[config.mk]
export PLATFORM = sky130hd
export DESIGN_NAME = mem_arbiter_ctrl
export DESIGN_NICKNAME = d
export VERILOG_FILES = /design/src/rtl/mem_arbiter_ctrl.sv
export SDC_FILE = /design/constraint.sdc
export NUM_CORES = 1
export LEC_CHECK = 0
export ABC_AREA = 1
export BUFFER_PORTS_ARGS = -buffer_cell sky130_fd_sc_hd__buf_4
export CAP_MARGIN = 40
export CELL_PAD_IN_SITES_DETAIL_PLACEMENT = 0
export CELL_PAD_IN_SITES_GLOBAL_PLACEMENT = 1
export CORE_AREA = 3 3 190 192
export CTS_CLUSTER_DIAMETER = 30
export CTS_CLUSTER_SIZE = 24
export DETAILED_ROUTE_END_ITERATION = 8
export DIE_AREA = 0 0 193 195
export GPL_ROUTABILITY_DRIVEN = 0
export PLACE_DENSITY = 0.67
export SLEW_MARGIN = 20
export SYNTH_ARGS = -nofsm -noshare
export SYNTH_HDL_FRONTEND = slang
export SYNTH_SLANG_ARGS = --single-unit
[constraint.sdc]
create_clock -name clk -period 2.15 [get_ports clk]
set_clock_uncertainty 0.1 [all_clocks]
set_input_delay 0 -clock clk [delete_from_list [all_inputs] [get_ports clk]]
set_output_delay 0 -clock clk [all_outputs]
set_load 0.02 [all_outputs]
[src/rtl/mem_arbiter_ctrl.sv]
// mem_arbiter_ctrl: sole owner of the byte-wide unified RAM port.
// Arbitrates instruction fetch (IF) against the load/store unit (MEM),
// splits each 1/2/4-byte access into consecutive byte transfers,
// assembles read data little-endian and returns a one-cycle done pulse.
//
// Ports:
//   clk, rst              clock, synchronous active-high reset
//   if_req/if_addr        fetch request (level) and word address
//   if_abort              cancel pending/in-flight fetch
//   if_done/if_inst       fetch done pulse and fetched word
//   mem_req/mem_we        load/store request (level), 1 = store
//   mem_len               00 byte, 01 half, 10/11 word
//   mem_addr/mem_wdata    data address, store data (low bytes used)
//   mem_done/mem_rdata    done pulse, zero-extended load data
//   ram_addr/ram_we       RAM byte address, write enable
//   ram_wdata/ram_rdata   RAM write byte, registered read byte
module mem_arbiter_ctrl #(
  parameter int unsigned ADDR_W       = 32,
  parameter int unsigned STARVE_LIMIT = 4
) (
  input  logic              clk,
  input  logic              rst,
  input  logic              if_req,
  input  logic [ADDR_W-1:0] if_addr,
  input  logic              if_abort,
  output logic              if_done,
  output logic [31:0]       if_inst,
  input  logic              mem_req,
  input  logic              mem_we,
  input  logic [1:0]        mem_len,
  input  logic [ADDR_W-1:0] mem_addr,
  input  logic [31:0]       mem_wdata,
  output logic              mem_done,
  output logic [31:0]       mem_rdata,
  output logic [ADDR_W-1:0] ram_addr,
  output logic              ram_we,
  output logic [7:0]        ram_wdata,
  input  logic [7:0]        ram_rdata
);

  typedef enum logic [1:0] {IDLE, IF_RD, MEM_RD, MEM_WR} state_t;

  state_t            state, state_n;
  logic [2:0]        cnt, cnt_n;        // edges since accept (accept edge = 0)
  logic [2:0]        nbytes, nbytes_n;
  logic [3:0]        starve, starve_n;
  logic [ADDR_W-1:0] base, base_n;
  logic [31:0]       wbuf, wbuf_n;
  logic [31:0]       rbuf, rbuf_n;
  logic              if_done_n, mem_done_n, ram_we_n;
  logic [31:0]       if_inst_n, mem_rdata_n;
  logic [ADDR_W-1:0] ram_addr_n;
  logic [7:0]        ram_wdata_n;

  logic              if_elig, mem_elig;
  logic [2:0]        mem_nbytes;
  logic [1:0]        cap_idx;
  logic [31:0]       rbuf_merged;

  always_comb begin
    if_elig  = if_req && !if_done && !if_abort;
    mem_elig = mem_req && !mem_done;
    case (mem_len)
      2'b00:   mem_nbytes = 3'd1;
      2'b01:   mem_nbytes = 3'd2;
      default: mem_nbytes = 3'd4;
    endcase
    // Byte presented at edge k arrives in time for edge k+2.
    cap_idx     = cnt[1:0] - 2'd2;
    rbuf_merged = rbuf;
    rbuf_merged[8*cap_idx +: 8] = ram_rdata;
  end

  always_comb begin
    state_n     = state;
    cnt_n       = cnt;
    nbytes_n    = nbytes;
    starve_n    = starve;
    base_n      = base;
    wbuf_n      = wbuf;
    rbuf_n      = rbuf;
    if_done_n   = 1'b0;
    mem_done_n  = 1'b0;
    ram_we_n    = 1'b0;
    if_inst_n   = if_inst;
    mem_rdata_n = mem_rdata;
    ram_addr_n  = ram_addr;
    ram_wdata_n = ram_wdata;

    case (state)
      IDLE: begin
        if (mem_elig && !(if_elig && starve == 4'(STARVE_LIMIT))) begin
          if (if_elig && starve != 4'hF) starve_n = starve + 4'd1;
          base_n     = mem_addr;
          nbytes_n   = mem_nbytes;
          cnt_n      = 3'd1;
          ram_addr_n = mem_addr;
          if (mem_we) begin
            state_n     = MEM_WR;
            wbuf_n      = mem_wdata;
            ram_we_n    = 1'b1;
            ram_wdata_n = mem_wdata[7:0];
          end else begin
            state_n = MEM_RD;
            rbuf_n  = '0;
          end
        end else if (if_elig) begin
          starve_n   = '0;
          base_n     = if_addr;
          nbytes_n   = 3'd4;
          cnt_n      = 3'd1;
          ram_addr_n = if_addr;
          state_n    = IF_RD;
          rbuf_n     = '0;
        end
      end

      IF_RD, MEM_RD: begin
        if (state == IF_RD && if_abort) begin
          state_n = IDLE;
          cnt_n   = '0;
        end else begin
          if (cnt < nbytes) ram_addr_n = base + ADDR_W'(cnt);
          if (cnt >= 3'd2)  rbuf_n = rbuf_merged;
          if (cnt == nbytes + 3'd1) begin
            state_n = IDLE;
            cnt_n   = '0;
            if (state == IF_RD) begin
              if_done_n = 1'b1;
              if_inst_n = rbuf_merged;
            end else begin
              mem_done_n  = 1'b1;
              mem_rdata_n = rbuf_merged;
            end
          end else begin
            cnt_n = cnt + 3'd1;
          end
        end
      end

      MEM_WR: begin
        if (cnt < nbytes) begin
          ram_addr_n  = base + ADDR_W'(cnt);
          ram_we_n    = 1'b1;
          ram_wdata_n = wbuf[8*cnt[1:0] +: 8];
          cnt_n       = cnt + 3'd1;
        end else begin
          mem_done_n = 1'b1;
          state_n    = IDLE;
          cnt_n      = '0;
        end
      end

      default: state_n = IDLE;
    endcase
  end

  always_ff @(posedge clk) begin
    if (rst) begin
      state     <= IDLE;
      cnt       <= '0;
      nbytes    <= '0;
      starve    <= '0;
      base      <= '0;
      wbuf      <= '0;
      rbuf      <= '0;
      if_done   <= 1'b0;
      mem_done  <= 1'b0;
      ram_we    <= 1'b0;
      if_inst   <= '0;
      mem_rdata <= '0;
      ram_addr  <= '0;
      ram_wdata <= '0;
    end else begin
      state     <= state_n;
      cnt       <= cnt_n;
      nbytes    <= nbytes_n;
      starve    <= starve_n;
      base      <= base_n;
      wbuf      <= wbuf_n;
      rbuf      <= rbuf_n;
      if_done   <= if_done_n;
      mem_done  <= mem_done_n;
      ram_we    <= ram_we_n;
      if_inst   <= if_inst_n;
      mem_rdata <= mem_rdata_n;
      ram_addr  <= ram_addr_n;
      ram_wdata <= ram_wdata_n;
    end
  end

endmodule

After elaboration in Yosys (flattened, before gate mapping):

Index checks and enable logic that the tools add are counted.

* muxes and demuxes: 45
* shift-type cells: 3
* add/subtract/negate cells: 6
* bitwise gates (word level): 4
* equality and inequality tests: 17
* order comparisons: 2
* reductions and logical operators: 27

Operators with widths (number)
* 32-bit two-way mux: 9
* 32-bit case mux with 3 select lines: 1
* 32-bit case mux with 2 select lines: 1
* 5-bit negation with 34-bit output: 1
* 8-bit by 34-bit variable shift with 32-bit output (first input constant): 1
* 8-bit by 34-bit variable part select with 32-bit output: 1
* 32-bit by 3-bit adder with 32-bit output: 1
* 32-bit bitwise mux: 1
* 32-bit by 6-bit variable part select with 8-bit output: 1
* 8-bit two-way mux: 3
* 3-bit two-way mux: 7
* 8-bit case mux with 2 select lines: 1
* 4-bit two-way mux: 3
* 2-bit != test (second input constant): 6
* 4-bit AND reduction: 3
* 2-bit two-way mux: 5
* 1-bit two-way mux: 9
* 3-bit != test (second input constant): 3
* 3-bit case mux with 3 select lines: 1
* 3-bit AND reduction: 3
* 1-bit logical AND: 7
* 3-bit by 1-bit adder with 3-bit output (second input constant): 2
* 2-bit case mux with 3 select lines: 1
* 3-bit case mux with 2 select lines: 1
* 19 further kinds: 32

* output and inout port bits: 107
* logic and storage cells: 118
* flip-flop bits (word level): 215

Depth between registers and ports, before layout:

* depth in word-level cells: 8
* depth in mapped cells: 13
* depth with buffers taken out: 13

Worst setup path before layout:

No wires, ideal clock.

* path kind: reg-to-reg
* from: reg cnt[0]
* to: reg if_inst[10]
* data required time: 1937 ps
* arrival time: 1999 ps
* stages on the path, launching flop included: 13
* slack: -61 ps
* cells stage by stage: dfxtp_1 > buf_2 > inv_2 > buf_2 > ha_1 > nor3_2 > nand3_1 > nor2_2 > nand3_1 > buf_6 > buf_2 > nor2_1 > nor2_1

* longest elaborated chain between the ends: 4

Ends and longest elaborated chain
* start, declared: RTL line 44 `logic [2:0] cnt, cnt_n;`
* start signal, assigned: RTL line 176 `cnt <= cnt_n;`
* 2-bit subtractor: RTL line 69 `cap_idx = cnt[1:0] - 2'd2;`
* 5-bit negation with 34-bit output: RTL line 71 `rbuf_merged[8*cap_idx +: 8] = ram_rdata;`
* 8-bit by 34-bit variable part select with 32-bit output / 8-bit by 34-bit variable shift with 32-bit output (equally long branches): RTL line 71
* 32-bit bitwise mux: RTL line 71
* end signal, assigned: RTL line 185 `if_inst <= if_inst_n;`
* end, declared: RTL line 27 `output logic [31:0] if_inst,`

Parallel ways exist; a longest one is shown, timed or not.
A chain may end at the register's enable or synchronous reset.

Final worst setup path:

* from: reg starve[0]
* to: reg wbuf[9]

* longest elaborated chain between the ends: 5

Ends and longest elaborated chain
* start, declared: RTL line 46 `logic [3:0] starve, starve_n;`
* start signal, assigned: RTL line 178 `starve <= starve_n;`
* 4-bit by 3-bit equality test with 1-bit output: RTL line 92 `if (mem_elig && !(if_elig && starve == 4'(STARVE_LIMIT))) begin`
* 1-bit logical AND: RTL line 92
* 1-bit logical NOT: RTL line 92
* 1-bit logical AND: RTL line 92
* 3-bit AND reduction (no line)
* end signal, assigned: RTL line 180 `wbuf <= wbuf_n;`
* end, declared: RTL line 48 `logic [31:0] wbuf, wbuf_n;`

No other way between the ends.

==> qor.yml <==
status: "finished clean"
io_pins: 219
path_common_cell: "inv_1"
pwr_density_cell_mw_per_mm2: 1402
dp_cells: 2317
grt_pass1_vias: 11930
drt_first_iter_violations: 664
fmaxAchievable_mhz: 493.3
die_area_mm2: 0.03764
antenna_found_initial: 0
post_dp_cell_area_mm2: 0.01334
final_area_mm2: 0.01673
async_reset_ff_share_pct: 0
ys.flop_type: "dfxtp_1"
rsz0062_at_grt: "true"
p_sw_share_pct: 37.02
p_seq_share_pct: 23.8
vias: 11960
synth_seq_area_share_pct: 39.15
yosys_register_bits: 215
grt_max_degree: 72
slowest_delay_ns: 0.38
cap_viol_max_count: 0
drive_gt1_share_pct: 21.16
postRouteAntennaNets: 0
cts_made_buffers: 61
synth_top_area_cell: "dfxtp_1"
critPathKind: "reg -> reg"
fin_nets: 2172
internal-power_w: 0.01477
worst_pin_slew_ns: 0.4934
crit_path_end_kind: "register"
netlist_top_cells_count: "418 x nand2_1, 218 x a21oi_1, 215 x dfxtp_1, 215 x inv_1, 147 x nor2_1"
synth_top_family_by_area: "simple AND/OR/NAND/NOR gates"
p_sw_w: 0.008682
io_buffers: 218
final_cells: 2544
synth_cells: 1677
synthTopCellsByArea: "dfxtp_1 39%, nand2_1 14%, a21oi_1 9.9%"
ir_drop_v: 0.0009415
pwr-share-comb_pct: 38.5
final.period_utilization_pct: 94.30
power_leakage_nw: 7.773
core_mm2: 0.03454
track_usage_pct: 20.41
fin_crit_ns: 2.027
clock_sinks: 215
die_y_um: 195
grt_pass1_wl_um: 62510
synth_compound_area_share_pct: 18.95
syn_area_mm2: 0.01099
hp-class: "in -> reg"
clk_pin_slew_ns: 0.04
critical_path_required_ns: 2.48
drv_slew: 0
yosys.area_share.simple_pct: 26.41
first_pass_iters: 4
wl_per_cell_um: 15.49
area_delta_synth_final_pct: 52.17
worst_ep_arrival_time_ns: 2.36
row_count: 68
hpwl_um: 26890
htreeDepth: 2
synth.area.mux_share_pct: 0
crit_fanout: 65
clockPowerShare_pct: 37.6
clk-insertion-delay-late_ns: 0.55
synth_most_common_cell: "nand2_1"
antenna_cells: 0
yosys_warnings: 0
critPathLaunchType: "register"
wirelength_um: 39410
clock_path_buffers: 3
cts-root-buf: "clkbuf_16"
synth_edf_count: 0
finalSetupViolations: 0
synth_xor_area_share_pct: 1.036
slowest_stage: "dfxtp_1"
yosysTopAreaCellShare_pct: 39.15
syn-mean-instance-area_um2: 6.555
syn_nets: 1809
finalHoldViolations: 0
holdWs_ns: 0.1752
ys_types: 36
synth_fa_ha_area_share_pct: 2.345
crit_chain: "inv_1 -> ha_1 -> inv_1 -> nor2_2 -> a21oi_4 -> nand3_2 -> buf_12 -> o21ai_0 -> a21oi_1"
die_x_um: 193
cts_tree: "yes"
viasPerCell: 4.701
grt-ovfl-total: 0
slew_headroom_pct: 67.11
drt_drc_violations_left: 0
initial_core_util_pct: 31.82
[per-stage QoR]
| stage | utilization, % | total power (W) | TNS (ns) | setup slack [ns] |
|---|---|---|---|---|
| after floorplan | - | 0.01108 | 0 | 0.005370 |
| after global placement | 38.62 | 0.01410 | 0 | 0.0004305 |
| after detailed placement | 38.62 | 0.01419 | -0.1815 | -0.07178 |
| after CTS | 47.83 | 0.02329 | 0 | 0.002454 |
| after global routing | 48.43 | 0.02498 | -0.04372 | -0.02666 |
| final | 48.43 | 0.02345 | 0 | 0.1227 |
[registers in the layout, indices dropped and copies added, names as in the netlist]
| name | flops |
|---|---|
| base | 32 |
| cnt | 3 |
| if_done | 1 |
| if_inst | 32 |
| mem_done | 1 |
| mem_rdata | 32 |
| nbytes | 3 |
| ram_addr | 32 |
| ram_wdata | 8 |
| ram_we | 1 |
| rbuf | 32 |
| starve | 4 |
| state | 2 |
| wbuf | 32 |
[power by group through the flow]
stage | clock network (W) | logic [W] | registers (W)
2_1_floorplan | 0 | 0.00511 | 0.00597
3_3_place_gp | 0 | 0.00847 | 0.00564
3_5_place_dp | 0 | 0.00854 | 0.00564
4_1_cts | 0.00896 | 0.00874 | 0.00559
5_1_grt | 0.00919 | 0.0101 | 0.00571
6_report | 0.00883 | 0.00904 | 0.00559
[what timing repair did]
| item | 4_1_cts | 5_1_grt |
|---|---|---|
| buffers inserted | 0 | 2 |
| hold endpoints to repair | 191 | 0 |
| endpoints found under the setup margin | 8 | 105 |
| pin swaps | 0 | 2 |
| gates resized for setup | 4 | 29 |
| cloned | 0 | 2 |
| hold buffers | 111 | 0 |
[final timing paths]
path                          start               endpoint  slack (ns)  cells past startpoint
max reg2reg  starve[0]$_SDFFE_PP0P_   wbuf[9]$_SDFFE_PP0P_        0.12                      9
max          starve[0]$_SDFFE_PP0P_   wbuf[9]$_SDFFE_PP0P_        0.12                      9
min reg2reg   wbuf[28]$_SDFFE_PP0P_  wbuf[28]$_SDFFE_PP0P_        0.34                      2
min                    mem_wdata[8]   wbuf[8]$_SDFFE_PP0P_        0.18                      4
[area by class of cell]
class | instances | area [µm²]
Clock buffer | 86 | 1793
Clock inverter | 26 | 266.5
Fill cell | 3504 | 17810
Inverter | 220 | 828.3
Multi-Input combinational cell | 1141 | 5499
Sequential cell | 215 | 4308
Tap cell | 455 | 569.3
Timing Repair Buffer | 401 | 3465
[placed cells by master, fill, tap and decap left out, types with 6 or more instances in the layout]
cell	n
clkinv_2	17
buf_12	11
clkbuf_1	10
nor3_1	33
nand2_2	9
ha_1	18
inv_1	214
dlygate4sd3_1	111
clkbuf_8	13
buf_4	276
o21ai_1	6
a31oi_1	11
clkbuf_16	65
o21ai_0	118
nor2_1	142
nor2_2	7
a21oi_1	217
nand3_1	92
dfxtp_1	212
xor2_1	12
o22ai_1	22
o22ai_2	10
nand2_1	414
[kinds of logic (layout without fill, tap and decap cells)]
logic type / after synthesis / count (layout)
compound gates: 396 / 396
simple gates: 712 / 712
buf+inv: 321 / 733
flops: 215 / 215
xor+xnor: 13 / 13
fa+ha+maj: 20 / 20
[worst max-delay path: cells and delay by family, from the launching register on]
family	cells	cell delay [ns]
DFF	1	0.38
AOI/OAI and AO/OA	3	0.54
adders and majority gates	1	0.19
buffers and inverters	3	0.38
and+or+nand+nor	2	0.29
[layer usage]
metal / routed length, µm / GRT usage, % / vias up
met5: 0 / 0 / -
met4: 605 / 4.688 / 0
met3: 2045 / 3.142 / 51
met2: 18100 / 33.16 / 285
met1: 18660 / 28.56 / 5492
li1: - / - / 6131
Note: power is estimated with default switching activity, not from simulation.
